[src/rtl/ref_fetch_pkg.sv]
// Shared constants, FSM encodings and the buffer tag layout for the
// reference-window fetch block.
package ref_fetch_pkg;

  localparam int DEF_FRAME_W   = 1920;
  localparam int DEF_WIN_WORDS = 6;
  localparam int DEF_WIN_ROWS  = 48;

  localparam logic [1:0] ST_IDLE  = 2'd0;
  localparam logic [1:0] ST_FETCH = 2'd1;
  localparam logic [1:0] ST_DRAIN = 2'd2;

  // 10-bit position tag travelling with each pixel word
  typedef struct packed {
    logic [5:0] row;
    logic [2:0] col;
    logic       last;
  } tag_t;

endpackage

[src/rtl/ref_fetch_fifo.sv]
// Two-entry FIFO carrying a pixel word plus its position tag; a push is
// accepted while full only when the head is popped in the same cycle.
module ref_fetch_fifo
  import ref_fetch_pkg::*;
#(
  parameter int DATA_W = 64
) (
  input  logic              clk,
  input  logic              rst,
  input  logic              wr_en,
  input  logic [DATA_W-1:0] wr_data,
  input  tag_t              wr_tag,
  input  logic              rd_en,
  output logic [DATA_W-1:0] rd_data,
  output tag_t              rd_tag,
  output logic              full,
  output logic              empty
);

  logic [DATA_W-1:0] data_q [2];
  tag_t              tag_q  [2];
  logic              wr_ptr;
  logic              rd_ptr;
  logic [1:0]        count;
  logic              do_wr;
  logic              do_rd;

  assign full  = (count == 2'd2);
  assign empty = (count == 2'd0);
  assign do_rd = rd_en && !empty;
  assign do_wr = wr_en && (!full || do_rd);

  always_ff @(posedge clk or posedge rst) begin
    if (rst) begin
      wr_ptr <= 1'b0;
      rd_ptr <= 1'b0;
      count  <= 2'd0;
    end else begin
      if (do_wr) wr_ptr <= ~wr_ptr;
      if (do_rd) rd_ptr <= ~rd_ptr;
      case ({do_wr, do_rd})
        2'b10:   count <= count + 2'd1;
        2'b01:   count <= count - 2'd1;
        default: count <= count;
      endcase
    end
  end

  // Storage is not reset; the head is forced to zero while empty instead.
  always_ff @(posedge clk) begin
    if (do_wr) begin
      data_q[wr_ptr] <= wr_data;
      tag_q[wr_ptr]  <= wr_tag;
    end
  end

  assign rd_data = empty ? '0 : data_q[rd_ptr];
  assign rd_tag  = empty ? '0 : tag_q[rd_ptr];

endmodule

[src/rtl/ref_fetch.sv]
// Fetches a WIN_WORDS x WIN_ROWS search window from reference memory in
// raster order and streams it out through a 2-entry buffer.
module ref_fetch
  import ref_fetch_pkg::*;
#(
  parameter int FRAME_W   = DEF_FRAME_W,
  parameter int WIN_WORDS = DEF_WIN_WORDS,
  parameter int WIN_ROWS  = DEF_WIN_ROWS
) (
  input  logic        clk,
  input  logic        rst,
  input  logic        start,
  input  logic [31:0] base_addr,
  output logic        mem_en,
  output logic [31:0] mem_addr,
  input  logic [63:0] mem_data,
  output logic        win_valid,
  input  logic        win_ready,
  output logic [63:0] win_data,
  output logic [5:0]  win_row,
  output logic [2:0]  win_col,
  output logic        win_last,
  output logic        busy,
  output logic        done
);

  localparam logic [2:0]  LAST_COL = 3'(WIN_WORDS - 1);
  localparam logic [5:0]  LAST_ROW = 6'(WIN_ROWS - 1);
  localparam logic [31:0] PITCH    = 32'(FRAME_W);

  logic [1:0]  state;
  logic [31:0] row_base;
  logic [2:0]  col;
  logic [5:0]  row;
  logic        fifo_full;
  logic        fifo_empty;
  logic        last_rd;
  logic        xfer;
  tag_t        wr_tag;
  tag_t        rd_tag;

  // Read enable depends only on pre-pop fullness, never on win_ready.
  assign mem_en   = (state == ST_FETCH) && !fifo_full;
  assign mem_addr = mem_en ? (row_base + {26'd0, col, 3'b000}) : '0;
  assign last_rd  = (row == LAST_ROW) && (col == LAST_COL);
  assign wr_tag   = '{row: row, col: col, last: last_rd};

  assign win_valid = !fifo_empty;
  assign xfer      = win_valid && win_ready;
  assign win_row   = rd_tag.row;
  assign win_col   = rd_tag.col;
  assign win_last  = rd_tag.last;
  assign busy      = (state != ST_IDLE);

  ref_fetch_fifo #(.DATA_W(64)) u_fifo (
    .clk     (clk),
    .rst     (rst),
    .wr_en   (mem_en),
    .wr_data (mem_data),
    .wr_tag  (wr_tag),
    .rd_en   (xfer),
    .rd_data (win_data),
    .rd_tag  (rd_tag),
    .full    (fifo_full),
    .empty   (fifo_empty)
  );

  always_ff @(posedge clk or posedge rst) begin
    if (rst) begin
      state    <= ST_IDLE;
      row_base <= '0;
      col      <= '0;
      row      <= '0;
      done     <= 1'b0;
    end else begin
      done <= 1'b0;
      unique case (state)
        ST_IDLE: begin
          if (start) begin
            row_base <= base_addr;
            col      <= '0;
            row      <= '0;
            state    <= ST_FETCH;
          end
        end
        ST_FETCH: begin
          if (mem_en) begin
            if (col == LAST_COL) begin
              col      <= '0;
              row      <= row + 6'd1;
              row_base <= row_base + PITCH;
              if (row == LAST_ROW) state <= ST_DRAIN;
            end else begin
              col <= col + 3'd1;
            end
          end
        end
        ST_DRAIN: begin
          if (xfer && win_last) begin
            done  <= 1'b1;
            state <= ST_IDLE;
          end
        end
        default: state <= ST_IDLE;
      endcase
    end
  end

endmodule

[config.mk]
export PLATFORM = sky130hd
export DESIGN_NAME = ref_fetch
export DESIGN_NICKNAME = d
export VERILOG_FILES = /design/src/rtl/ref_fetch_pkg.sv /design/src/rtl/ref_fetch_fifo.sv /design/src/rtl/ref_fetch.sv
export SDC_FILE = /design/constraint.sdc
export NUM_CORES = 1
export LEC_CHECK = 0
export CAP_MARGIN = 20
export CORE_UTILIZATION = 40
export DETAILED_ROUTE_END_ITERATION = 16
export MAX_ROUTING_LAYER = met4
export PLACE_DENSITY = 0.76
export SETUP_SLACK_MARGIN = 0.2
export SLEW_MARGIN = 20
export SYNTH_ARGS = -nofsm -noshare
export SYNTH_HDL_FRONTEND = slang
export SYNTH_HIERARCHICAL = 1
export SYNTH_SLANG_ARGS = --single-unit
[constraint.sdc]
create_clock -name clk -period 12.7 [get_ports clk]
set_input_delay 2.54 -clock clk [delete_from_list [all_inputs] [get_ports clk]]
set_output_delay 2.54 -clock clk [all_outputs]
set_load 0.005 [all_outputs]
==> summary.md <==
| Metric | Value |
|---|---|
| Share of post-route cells with drive strength above 1 | 6.22% |
| Post-synthesis compound-gate area fraction | between 8 and 9% |
| RR Endpoint | u_fifo/data_q[1][57] |
| Post-Place Cells | 1246 |
| Hold Vio Cnt, Final | 0 |
| Die Ht | 155 microns |
| Critical setup path kind | reg -> out |
| First-pass GRT wire length | around 35000 microns |
| Syn Inst Count | 773 |
| Synth area leader | edfxtp_1 |
| Reg2reg path depth | 8 |
| Async SR Flop Fraction | approximately 24% |
| Main combinational cell family by area after synthesis | simple AND/OR/NAND/NOR gates |
| Critical path data arrival time | between 3 and 4 ns |
| H-tree depth | 4 |
| Drt pass-1 iters | 5 |
| Final setup violation count | 0 |
| Status | finished clean |
| Die area | about 24000 sq um |
| Core region area | between 20000 and 25000 sq um |
| Postcts setup bufs | 0 |
| Net count after synthesis | slightly below 900 |
| DRC Markers | 0 |
| Pin count of the biggest net entering global routing | slightly below 80 |
| Pre-CTS WS | approximately 7.2 ns |
| GPL Wtd Cong | ~0.91 |
| Num CTS Buffers | 17 |
| GR Overflow Total | 0 |
| Mapped cell area | approximately 9300 sq um |
| Commonest non-fill, non-tap cell in the layout | clkdlybuf4s50_1 |
| Vias | 6775 |
| CP Capture Type | output port |
| Max Root-Sink Buffers | 2 |
| Clk pin slew, worst setup/hold paths | approximately 0.08 ns |
| Yosys top cell area share | a little under half |
| Final WL | around 22000 microns |
| Worst-margin pin slew | around 0.95 ns |
| Initial antenna violation count | 1 |
| Ys flop type | edfxtp_1 |
| Initial Utilization | around 40% |
| Distinct cell type count after synthesis | 66 |
| Post-CTS sizing | 0 |
| Hold crit path type | reg -> reg |
| Ys Warns | 6 |
| Worst Path Max Fanout | 11 |
| Setup skew after layout | 0.0100 ns |
| Reg2reg setup slack | a little under 9 ns |
| Static Leak | around 0.0045 uW |
| DP Wirelength | between 15000 and 20000 microns |
| # hold bufs at CTS | 0 |
| End of the critical path | mem_addr[27] |
| Syn_area_per_cell | between 10 and 15 sq um |
| Total track usage | between 10% and 20% |
| CTS root buffer | clkbuf_16 |
| FMAX | around 170 MHz |
| Post-synthesis sequential area ratio | 60.4% |
| Critical Path RT | 10.16 ns |
| Slew margin rel. | 36.6% |
| Post-route cell area | 12200 sq um |
| Row cnt | between 50 and 60 |
| Final std cells w/o fill | 1279 |
| Critical path launch point type | register |
| Worst r2r src | state[0] |
| Post-Synth Simple-Gate Area | between 10% and 20% |
| Synthesized-area fraction occupied by adder cells | 1.15% |
| CP Launch Point | col[0] |
| RSZ-0062 raised after global routing | no |
| Antenna-violating nets left | 0 |
| Max IR drop VDD | 0.111 mV |
| Fin. max-slew vios | 0 |
| Dominant cells by area after synthesis | edfxtp_1, dfrtp_1, mux2i_1 |
| Die Span X | around 150 microns |
| Worst skew pair latency | 0.44 ns |
| Most frequent cells in the layout | clkdlybuf4s50_1, edfxtp_1, nor2_1 |
| Placed Area | between 10000 and 15000 sq um |
| Tmin final | 6.01 ns |
| TritonCTS clock tree | built |
| Period utilisation layout | 47.3% |
| Ports | 210 |
| NumNets Final | ~1100 |
| #FFs+latches synth | 196 |
| Number of synthesized flops with an enable pin | roughly 150 |
| Max-cap violations | 0 |
| Fin worst setup slack | 6.69 ns |
| Area growth, synth to finish | 30.2% |
| PwrDens | ~250 nW/um^2 |
| Via density per instance | between 5 and 6 |
| Mux share of post-synthesis cell area | 8.46% |
| I/O Buffers | 209 |
| TritonCTS sink count | about 200 |
| Vias in the first global route | between 6000 and 7000 |
| Drt initial violations | around 540 |
| Wire per inst | around 17 microns |
| Synth Area in XOR/XNOR | under 10% |
| Setup TNS | 0 ns |
-- stage by stage --
step	hold slack (ns)	power [uW]	utilization, %
2_1_floorplan	0.437	1880	-
3_5_place_dp	0.459	2490	50.5
5_1_grt	0.506	3210	53.4
6_report	0.480	3030	53.4
4_1_cts	0.477	3060	53.4
3_3_place_gp	0.454	2460	50.5
-- where the power goes --
part,internal [uW],total [uW],switching [uW],leakage (uW)
clock,292,566,274,0.000312
combinational,666,1290,622,0.00220
sequential,1010,1180,162,0.00199
total,1970,3030,1060,0.00450
-- worst min path at each step --
| stage | from | endpoint | slack [ns] | cells past startpoint |
|---|---|---|---|---|
| floorplan | row_base[0] | row_base[0] | 0.44 | 2 |
| global placement | row_base[1] | row_base[1] | 0.45 | 2 |
| detailed placement | row_base[0] | row_base[0] | 0.46 | 2 |
| CTS | row_base[0] | row_base[0] | 0.48 | 2 |
| global route | row_base[5] | row_base[5] | 0.51 | 2 |
| finish | row_base[0] | row_base[0] | 0.48 | 2 |
-- synthesized netlist by cell type, types with 5 or more instances --
cell type / instances
buf_2: 15
nand2_1: 53
a21oi_1: 45
dfrtp_1: 48
buf_6: 6
buf_12: 6
inv_1: 14
nand4_1: 15
xor2_1: 5
buf_4: 5
xnor2_1: 10
nand2b_1: 8
nand3_1: 20
ha_1: 7
and2_1: 8
edfxtp_1: 148
clkbuf_1: 20
o31ai_1: 10
or3_1: 12
nor4_1: 8
o21ai_0: 29
or4_1: 11
o211ai_1: 6
nor2_1: 95
o22ai_1: 9
nor3_1: 11
mux2i_1: 79
-- cells by family (layout without fill, tap and decap cells) --
group                      count (synthesis)  in the layout
and+or+nand+nor                          275            275
AOI/OAI and AO/OA                        128            128
muxes                                     79             79
xor gates and xnor gates                  15             15
adders and majority gates                  8              8
buffers and inverters                     72            264
DFF                                      196            196
other                                      0              1
-- flip-flops by register name, summed over array words and instances, names as in the netlist --
register       flops
row_base          32
u_fifo/data_q    128
u_fifo/tag_q      20
row                6
u_fifo/count       2
done               1
u_fifo/rd_ptr      1
col                3
u_fifo/wr_ptr      1
state              2
-- metal layers --
metal / vias to the layer above / global-route usage, % / wire length (microns)
met1: 3234 / 23.2 / 9370
met3: 20 / 5.83 / 2040
met2: 281 / 31.4 / 10600
met4: 0 / 5.14 / 210
li1: 3240 / - / -
met5: - / - / 0
-- cell type report --
class	instances	area, sq um
sequential	196	5650
inverter	14	52.6
antenna	1	2.50
fill	1931	10600
multi-input combinational	505	3260
clock inverter	15	218
timing repair buffer	218	2160
tap	313	392
clock buffer	17	425
-- critical path, cell delays in order, from the launching register on --
cell and delay (ns):
dfrtp_1 0.54, ha_1 0.26, fa_1 0.24, a21oi_1 0.20, or4_1 0.67, or4_1 0.45
a21oi_1 0.16, clkdlybuf4s50_1 0.52
(Power assumes the default switching activity.)
